## src/rtl/regbank_pkg.sv

```systemverilog
// Shared definitions for the register-bank reader: FSM state encoding and address-width helper.
package regbank_pkg;

  localparam logic [1:0] StIdle   = 2'd0;
  localparam logic [1:0] StLoad   = 2'd1;
  localparam logic [1:0] StStream = 2'd2;
  localparam logic [1:0] StDone   = 2'd3;

  function automatic int unsigned calc_aw(input int unsigned depth);
    return (depth > 1) ? $clog2(depth) : 1;
  endfunction

endpackage

```

## src/rtl/regbank_reader_if.sv

```systemverilog
// Writer/stream-out signal bundle for regbank_reader.
// Defining REGBANK_PARITY_EN adds the rparity beat signal.
interface regbank_reader_if
  import regbank_pkg::*;
#(
  parameter int unsigned WIDTH = 32,
  parameter int unsigned DEPTH = 8
);
  localparam int unsigned AW = calc_aw(DEPTH);

  logic             wen;
  logic [AW-1:0]    waddr;
  logic [WIDTH-1:0] wdata;
  logic             start;
  logic [AW-1:0]    base;
  logic [AW:0]      count;
  logic             busy;
  logic             done;
  logic             rvalid;
  logic             rready;
  logic [WIDTH-1:0] rdata;
  logic [AW-1:0]    raddr;
`ifdef REGBANK_PARITY_EN
  logic             rparity;

  modport master (
    output wen, waddr, wdata, start, base, count, rready,
    input  busy, done, rvalid, rdata, raddr, rparity
  );

  modport slave (
    input  wen, waddr, wdata, start, base, count, rready,
    output busy, done, rvalid, rdata, raddr, rparity
  );
`else
  modport master (
    output wen, waddr, wdata, start, base, count, rready,
    input  busy, done, rvalid, rdata, raddr
  );

  modport slave (
    input  wen, waddr, wdata, start, base, count, rready,
    output busy, done, rvalid, rdata, raddr
  );
`endif

endinterface

```

## src/rtl/regbank_reader_register.sv

```systemverilog
// Plain enable register holding one bank entry; deliberately has no reset.
module regbank_reader_register #(
  parameter int unsigned WIDTH = 32
) (
  input  logic             clk,
  input  logic             en,
  input  logic [WIDTH-1:0] d,
  output logic [WIDTH-1:0] q
);

  always_ff @(posedge clk) begin
    if (en) begin
      q <= d;
    end
  end

endmodule

```

## src/rtl/regbank_reader.sv

```systemverilog
// Register bank with a write port and a valid/ready streaming read-out engine.
// Optional REGBANK_PARITY_EN adds a registered even-parity bit alongside rdata.
module regbank_reader
  import regbank_pkg::*;
#(
  parameter int unsigned WIDTH = 32,
  parameter int unsigned DEPTH = 8
) (
  input logic             clk,
  input logic             reset,
  regbank_reader_if.slave bus
);

  localparam int unsigned AW = calc_aw(DEPTH);

  logic [WIDTH-1:0] bank [DEPTH];

  for (genvar i = 0; i < DEPTH; i++) begin : g_entry
    regbank_reader_register #(
      .WIDTH (WIDTH)
    ) u_entry (
      .clk (clk),
      .en  (bus.wen && (bus.waddr == AW'(i))),
      .d   (bus.wdata),
      .q   (bank[i])
    );
  end

  logic [1:0]       state_q, state_d;
  logic [AW-1:0]    ptr_q, ptr_d;
  logic [AW:0]      remain_q, remain_d;
  logic             rvalid_q, rvalid_d;
  logic [WIDTH-1:0] rdata_q, rdata_d;
  logic [AW-1:0]    raddr_q, raddr_d;
  logic             fetch;
  logic             fire;

  assign fire = rvalid_q && bus.rready;

  always_comb begin
    state_d  = state_q;
    ptr_d    = ptr_q;
    remain_d = remain_q;
    rvalid_d = rvalid_q;
    rdata_d  = rdata_q;
    raddr_d  = raddr_q;
    fetch    = 1'b0;

    case (state_q)
      StIdle: begin
        if (bus.start) begin
          if (bus.count == '0) begin
            state_d = StDone;
          end else begin
            state_d  = StLoad;
            ptr_d    = bus.base;
            remain_d = bus.count;
          end
        end
      end
      StLoad: begin
        fetch   = 1'b1;
        state_d = StStream;
      end
      StStream: begin
        if (fire) begin
          if (remain_q == '0) begin
            rvalid_d = 1'b0;
            state_d  = StDone;
          end else begin
            fetch = 1'b1;
          end
        end
      end
      StDone: begin
        state_d = StIdle;
      end
      default: begin
        state_d = StIdle;
      end
    endcase

    // Bank read is combinational, so a same-edge write is not yet visible here.
    if (fetch) begin
      rdata_d  = bank[ptr_q];
      raddr_d  = ptr_q;
      rvalid_d = 1'b1;
      ptr_d    = ptr_q + AW'(1);
      remain_d = remain_q - (AW + 1)'(1);
    end
  end

  always_ff @(posedge clk) begin
    if (reset) begin
      state_q  <= StIdle;
      ptr_q    <= '0;
      remain_q <= '0;
      rvalid_q <= 1'b0;
      rdata_q  <= '0;
      raddr_q  <= '0;
    end else begin
      state_q  <= state_d;
      ptr_q    <= ptr_d;
      remain_q <= remain_d;
      rvalid_q <= rvalid_d;
      rdata_q  <= rdata_d;
      raddr_q  <= raddr_d;
    end
  end

`ifdef REGBANK_PARITY_EN
  logic rparity_q;

  always_ff @(posedge clk) begin
    if (reset) begin
      rparity_q <= 1'b0;
    end else begin
      rparity_q <= ^rdata_d;
    end
  end

  assign bus.rparity = rparity_q;
`endif

  assign bus.busy   = (state_q == StLoad) || (state_q == StStream);
  assign bus.done   = (state_q == StDone);
  assign bus.rvalid = rvalid_q;
  assign bus.rdata  = rdata_q;
  assign bus.raddr  = raddr_q;

endmodule
```

## src/flat_wrapper.sv

```systemverilog
// flat-port wrapper written by rule: the top's interface ports become plain ports
module regbank_reader_flat import regbank_pkg::*;
#(
  parameter int unsigned WIDTH = 32,
  parameter int unsigned DEPTH = 8
)
  (clk, reset, bus_wen, bus_waddr, bus_wdata, bus_start, bus_base, bus_count, bus_rready, bus_busy, bus_done, bus_rvalid, bus_rdata, bus_raddr);
  regbank_reader_if #(.WIDTH(WIDTH), .DEPTH(DEPTH)) bus_i ();
  input logic clk;
  input logic reset;
  input wire logic [$bits(bus_i.wen)-1:0] bus_wen;
  input wire logic [$bits(bus_i.waddr)-1:0] bus_waddr;
  input wire logic [$bits(bus_i.wdata)-1:0] bus_wdata;
  input wire logic [$bits(bus_i.start)-1:0] bus_start;
  input wire logic [$bits(bus_i.base)-1:0] bus_base;
  input wire logic [$bits(bus_i.count)-1:0] bus_count;
  input wire logic [$bits(bus_i.rready)-1:0] bus_rready;
  output wire logic [$bits(bus_i.busy)-1:0] bus_busy;
  output wire logic [$bits(bus_i.done)-1:0] bus_done;
  output wire logic [$bits(bus_i.rvalid)-1:0] bus_rvalid;
  output wire logic [$bits(bus_i.rdata)-1:0] bus_rdata;
  output wire logic [$bits(bus_i.raddr)-1:0] bus_raddr;
  assign bus_i.wen = bus_wen;
  assign bus_i.waddr = bus_waddr;
  assign bus_i.wdata = bus_wdata;
  assign bus_i.start = bus_start;
  assign bus_i.base = bus_base;
  assign bus_i.count = bus_count;
  assign bus_i.rready = bus_rready;
  assign bus_busy = bus_i.busy;
  assign bus_done = bus_i.done;
  assign bus_rvalid = bus_i.rvalid;
  assign bus_rdata = bus_i.rdata;
  assign bus_raddr = bus_i.raddr;
  regbank_reader #(.WIDTH(WIDTH), .DEPTH(DEPTH)) u_core (.clk(clk), .reset(reset), .bus(bus_i));
endmodule
```

## config.mk

```make
export PLATFORM = sky130hd
export DESIGN_NAME = regbank_reader_flat
export DESIGN_NICKNAME = d
export VERILOG_FILES = /design/src/rtl/regbank_pkg.sv /design/src/rtl/regbank_reader_if.sv /design/src/rtl/regbank_reader_register.sv /design/src/rtl/regbank_reader.sv /design/src/flat_wrapper.sv
export SDC_FILE = /design/constraint.sdc
export NUM_CORES = 1
export LEC_CHECK = 0
export ABC_CLOCK_PERIOD_IN_PS = 5300
export BUFFER_PORTS_ARGS = -buffer_cell sky130_fd_sc_hd__buf_4
export CORE_ASPECT_RATIO = 1.4
export CORE_MARGIN = 3
export CORE_UTILIZATION = 35
export CTS_CLUSTER_DIAMETER = 60
export CTS_CLUSTER_SIZE = 20
export DETAILED_ROUTE_END_ITERATION = 12
export GPL_ROUTABILITY_DRIVEN = 1
export HOLD_SLACK_MARGIN = 0.15
export MAX_ROUTING_LAYER = met4
export SYNTH_ARGS = -nofsm -noshare
export SYNTH_HDL_FRONTEND = slang
export SYNTH_SLANG_ARGS = --single-unit
```

## constraint.sdc

```tcl
create_clock -name clk -period 5.3 [get_ports clk]
set_input_delay 0.265 -clock clk [delete_from_list [all_inputs] [get_ports clk]]
set_output_delay 0.265 -clock clk [all_outputs]
set_load 0.005 [all_outputs]
```

==> flow_summary.toml, run 1 <==
[flow_run]
max_cap_violations = 0

[cts]
cts_root_buf = "clkbuf_16"
post_cts_buffers = 0
cts_tree = "done"
cts_buffers = 20
clk_path_buf_depth = 3
insertion_delay_ns = 0.50
postCtsResizedCells = 0
clk_pin_slew_ns = 0.08
hold_buffers = 39
clock_sinks = 301
htree_levels = 1

[route]
drtIter0Drc = 464
drc = 0
routed_via_density = 4.99
ant_nets = 0
wl_per_cell_um = 19.7
vias = 6077
drt_pass1_iterations = 4
wl_mm = 24.1

[synth]
ys.flop_type = "edfxtp_1"
synth_seq_area_share_pct = 75.0
synth_top_area_share_pct = 67.1
synth-seq-cells = 301
synthDistinctLibCells = 36
synth_edf_count = 256
synth.most_common_cell = "edfxtp_1"
synth_area_leaders = "edfxtp_1 67%, dfxtp_1 7.9%, mux4_2 6.3%"
syn_inst = 653
ys.warnings.count = 0
synth-async-reset-ratio_pct = 0
netlist_top_cells_count = "256 x edfxtp_1, 65 x mux2i_1, 45 x dfxtp_1"
mappedNetlistNets = 706
synth_area_um2 = 11500
yosysTopAreaCell = "edfxtp_1"
syn_avg_cell_area_um2 = 17.5

[sta]
rsz0062_at_grt = "no"
timing_hold_violations_final = 0
setup_viol = 0
fin_skew_ns = 0.0109
slew_headroom_pct = 29.9
layout_setup_ws_ns = 2.72
post-route-period-util_pct = 48.7
min_period_ns = 2.58
max_freq_mhz = 388
finalMaxSlewViolations = 0
fin_setup_tns_ns = 0
worstMarginPinSlew_ns = 1.05

[worst_setup_path]
worstSetupStartpointType = "flop"
cp_data_required_time_ns = 5.67
crit_fanout = 26
setup.worst_path.end_class = "flop"
worstPathArrival_ns = 2.95
r2r_cells = 7
critPathKind = "flop to flop"

[floorplan]
dieArea_um2 = 35000
die_h_um = 220
initial_core_util_pct = 35.9
ios = 85
core.rowCount = 77
core_um2 = 31900
die_x_um = 159

[power]
vdd.ir_drop.worst_mv = 0.206
power.leakage_uw = 0.00439
p_per_area_nw_per_um2 = 434

[global_route]
grt_usage_pct = 14.1
grt_pass1_wl_mm = 37.3
grt_pass1_vias = 6292
antenna_found_initial = 1
grt_remaining_overflow = 0
grt_max_degree = 54

[final_layout]
utilization_pct = 42.8
fillers = 2788
regArea_um2 = 8590
final_nets = 823
drive_above_1_share_pct = 22.1
multiInputGateArea_um2 = 2680
syn2layout_area_growth_pct = 19.2

[worst_hold_path]
hold_path_class = "input pin to flop"
min_path_cells = 4

[placed_design]
dp_slack_ns = 2.68
gp_congestion = 0.760
place_hpwl_mm = 13.7
port_buffers = 84

[outcome]
outcome = "finished, final reports clean"
placed cells by master (no fill, tap or decap), drive strengths merged:
| master | Yosys | final |
|---|---|---|
| a211oi | 37 | 37 |
| a21oi | 9 | 9 |
| a221oi | 1 | 1 |
| a311o | 1 | 1 |
| a311oi | 1 | 1 |
| a31o | 1 | 1 |
| buf | 20 | 98 |
| bufinv | 0 | 2 |
| clkbuf | 22 | 31 |
| clkinv | 0 | 2 |
| clkinvlp | 0 | 1 |
| dfxtp | 45 | 45 |
| diode | 0 | 1 |
| dlygate4sd3 | 0 | 39 |
| edfxtp | 256 | 256 |
| ha | 6 | 6 |
| inv | 5 | 5 |
| mux2i | 65 | 65 |
| mux4 | 32 | 32 |
| nand2 | 12 | 12 |
| nand2b | 5 | 5 |
| nand3 | 2 | 2 |
| nand4 | 1 | 1 |
| nand4b | 3 | 3 |
| nor2 | 42 | 42 |
| nor2b | 1 | 1 |
| nor3 | 35 | 35 |
| nor3b | 3 | 3 |
| nor4 | 2 | 2 |
| nor4b | 4 | 4 |
| o21a | 1 | 1 |
| o21ai | 5 | 5 |
| o22ai | 32 | 32 |
| or2 | 2 | 2 |
| or3 | 1 | 1 |
| or4 | 1 | 1 |
metrics by stage:
stage	std cells	instance area [um2]	hold WS, ns	total power, uW
6_report	1219	13600	0.240	5930
5_1_grt	1219	13600	0.234	6240
4_1_cts	1218	13600	0.223	6020
3_5_place_dp	1143	12600	0.453	4370
3_3_place_gp	1143	12600	0.447	4350
2_1_floorplan	653	11500	0.364	3890
area by class of cell:
| cell class | count | area share, % |
|---|---|---|
| inverters | 5 | 0.138 |
| repair buffers | 137 | 8.34 |
| well taps | 434 | 3.98 |
| clock buffers | 31 | 4.20 |
| multi-input cells | 305 | 19.6 |
| diodes | 1 | 0.0183 |
| flip-flops and latches | 301 | 63.0 |
| clock inverters | 5 | 0.733 |
worst paths after layout:
kind                                     from                          endpoint  slack [ns]
min                              bus_count[3]    u_core.state_q[1]$_SDFFE_PP0P_        0.24
max            u_core.state_q[0]$_SDFFE_PP0P_   u_core.remain_q[2]$_SDFFE_PP0P_        2.72
min reg2reg  u_core.bus.raddr[0]$_SDFFE_PP0P_  u_core.bus.raddr[0]$_SDFFE_PP0P_        0.46
max reg2reg    u_core.state_q[0]$_SDFFE_PP0P_   u_core.remain_q[2]$_SDFFE_PP0P_        2.72
logic make-up (layout without fill, tap and decap cells):
family / count (synthesis) / after routing / share of synthesized area, %
fa+ha+maj: 6 / 6 / 0.655
buf+inv: 47 / 178 / 2.13
other cells: 0 / 1 / 0
simple gates: 114 / 114 / 4.99
flops: 301 / 301 / 75.0
mux: 97 / 97 / 12.0
compound gates: 88 / 88 / 5.27
critical path, stage by stage, from the launching register on:
cell and delay, ns:
dfxtp_1 0.38, inv_1 0.09, ha_1 0.35, nand4_1 0.21, o21a_2 0.44, buf_4 0.42, nor4b_1 0.08, or4_1 0.49
per-layer routing:
metal / up-vias / wire [um] / GRT usage [%]
li1: 2827 / - / -
met1: 3058 / 9980 / 18.0
met2: 163 / 12300 / 24.2
met3: 29 / 1320 / 1.84
met4: 0 / 486 / 3.53
met5: - / 0 / -
report_power, final:
part           leakage [uW]  switching, uW  internal, uW  total, uW
Combinational       0.00138            683           648       1330
Sequential          0.00269            233          2750       2980
Clock              0.000319            759           859       1620
Total               0.00439           1670          4250       5930
sequential cells by signal, summed over array words and instances (netlist names):
name	count
u_core.g_entry.u_entry.q	256
u_core.ptr_q	3
u_core.bus.rvalid	1
u_core.bus.rdata	32
u_core.state_q	2
u_core.bus.raddr	3
u_core.remain_q	4
(Power assumes the default switching activity.)
==> run 2: changes to the inputs <==
- ABC_CLOCK_PERIOD_IN_PS: 5300 -> 2350
- clock period: 5.3 -> 2.35 ns (I/O delays scaled with it)
==> flow_summary.toml, run 2 (synthesized netlist as in run 1, its figures left out) <==
[route]
routed_via_density = 5.00
ant_nets = 0
wl_per_cell_um = 20.1
drt_pass1_iterations = 4
drtIter0Drc = 470
wl_mm = 24.8
drc = 0
vias = 6172

[placed_design]
dp_slack_ns = 0.376
gp_congestion = 0.696
port_buffers = 84
place_hpwl_mm = 14.0
placedCellCount = 1156

[power]
vdd.ir_drop.worst_mv = 0.409
p_per_area_nw_per_um2 = 960
power.leakage_uw = 0.00448

[floorplan]
die_h_um = 220
core.rowCount = 77
initial_core_util_pct = 35.9
dieArea_um2 = 35000
ios = 85
core_um2 = 31900
die_x_um = 159

[final_layout]
drive_above_1_share_pct = 22.9
utilization_pct = 43.4
final_nets = 840
fillers = 2786
syn2layout_area_growth_pct = 20.9
final_cell_mix = "256 x edfxtp_1, 99 x buf_4, 65 x mux2i_1"
largest_register_ffs = 256
finalNonFillerCells = 1235
top_register = "u_core.g_entry.u_entry.q"
layout_commonest_cell = "edfxtp_1"

[sta]
fin_setup_tns_ns = 0
rsz0062_at_grt = "no"
timing_hold_violations_final = 0
layout_setup_ws_ns = 0.189
worstMarginPinSlew_ns = 0.694
hold_slack_ns = 0.167
finalMaxSlewViolations = 0
slew_headroom_pct = 53.8
setup_viol = 0
min_period_ns = 2.16
fin_skew_ns = 0.0146
max_freq_mhz = 463
post-route-period-util_pct = 91.9

[global_route]
grt_max_degree = 54
grt_usage_pct = 14.8
antenna_found_initial = 2
grt_pass1_vias = 6569
grt_pass1_wl_mm = 38.8
grt_remaining_overflow = 0

[worst_setup_path]
setup.worst_path.end_class = "flop"
crit_fanout = 13
cp_data_required_time_ns = 2.80
critPathKind = "flop to flop"
worstSetupStartpointType = "flop"
worstPathArrival_ns = 2.61

[flow_run]
max_cap_violations = 0

[cts]
cts_root_buf = "clkbuf_16"
cts_tree = "done"
cts_buffers = 19
htree_levels = 1
clock_sinks = 301
clk_pin_slew_ns = 0.08
insertion_delay_ns = 0.50
clk_path_buf_depth = 3

[outcome]
outcome = "finished, final reports clean"

[worst_hold_path]
hold_path_class = "input pin to flop"
[run 2: repair_timing]
action | 4_1_cts | 5_1_grt
setup endpoints to repair | 0 | 1
buffers inserted | 0 | 1
resized for setup | 0 | 1
hold buffers | 43 | 0
endpoints found under the hold margin | 266 | 0
[run 2: area by class of cell]
class	instances	area (um2)	share of cell area, %
inverter	5	18.8	0.136
multi-input combinational	305	2690	19.4
timing repair buffer	155	1430	10.3
clock inverter	3	51.3	0.370
sequential	301	8590	62.1
tap	434	543	3.92
antenna	2	5.00	0.0361
clock buffer	30	517	3.73
[run 2: critical path, cell delays in order (launching register included)]
cell and delay, ns:
dfxtp_1 0.39, inv_1 0.09, ha_1 0.33, nand4_1 0.20
o21ai_4 0.21, buf_6 0.18, a21oi_1 0.06, nor2_1 0.09
dlygate4sd3_1 0.55
[run 2: worst paths after layout]
kind / startpoint / endpoint / slack [ns] / cells past startpoint
worst max-delay path: u_core.state_q[0]$_SDFFE_PP0P_ / u_core.bus.rvalid$_SDFFE_PP0P_ / 0.19 / 8
worst min-delay path: bus_waddr[0] / u_core.g_entry[0].u_entry.q[20]$_DFFE_PP_ / 0.17 / 3
worst max register to register: u_core.state_q[0]$_SDFFE_PP0P_ / u_core.bus.rvalid$_SDFFE_PP0P_ / 0.19 / 8
worst min register to register: u_core.bus.raddr[2]$_SDFFE_PP0P_ / u_core.bus.raddr[2]$_SDFFE_PP0P_ / 0.47 / 2
[run 2: metal layers]
layer / vias up / global-route usage (%) / wire length, um
li1: 2866 / - / -
met1: 3138 / 18.5 / 10600
met2: 142 / 25.5 / 12800
met3: 26 / 1.96 / 1060
met4: 0 / 3.94 / 399
met5: - / - / 0
[run 2: per-stage QoR]
step	cell area, um2	total power [uW]
CTS	13800	13400
floorplan	11500	8770
finish	13800	13300
detailed placement	12800	10100
global route	13800	14000
global placement	12800	10000
[run 2: where the power goes]
part	leakage, uW	switching, uW	total [uW]	internal (uW)
sequential	0.00269	297	6490	6190
combinational	0.00152	1820	3510	1680
clock	0.000272	1650	3290	1640
total	0.00448	3770	13300	9520
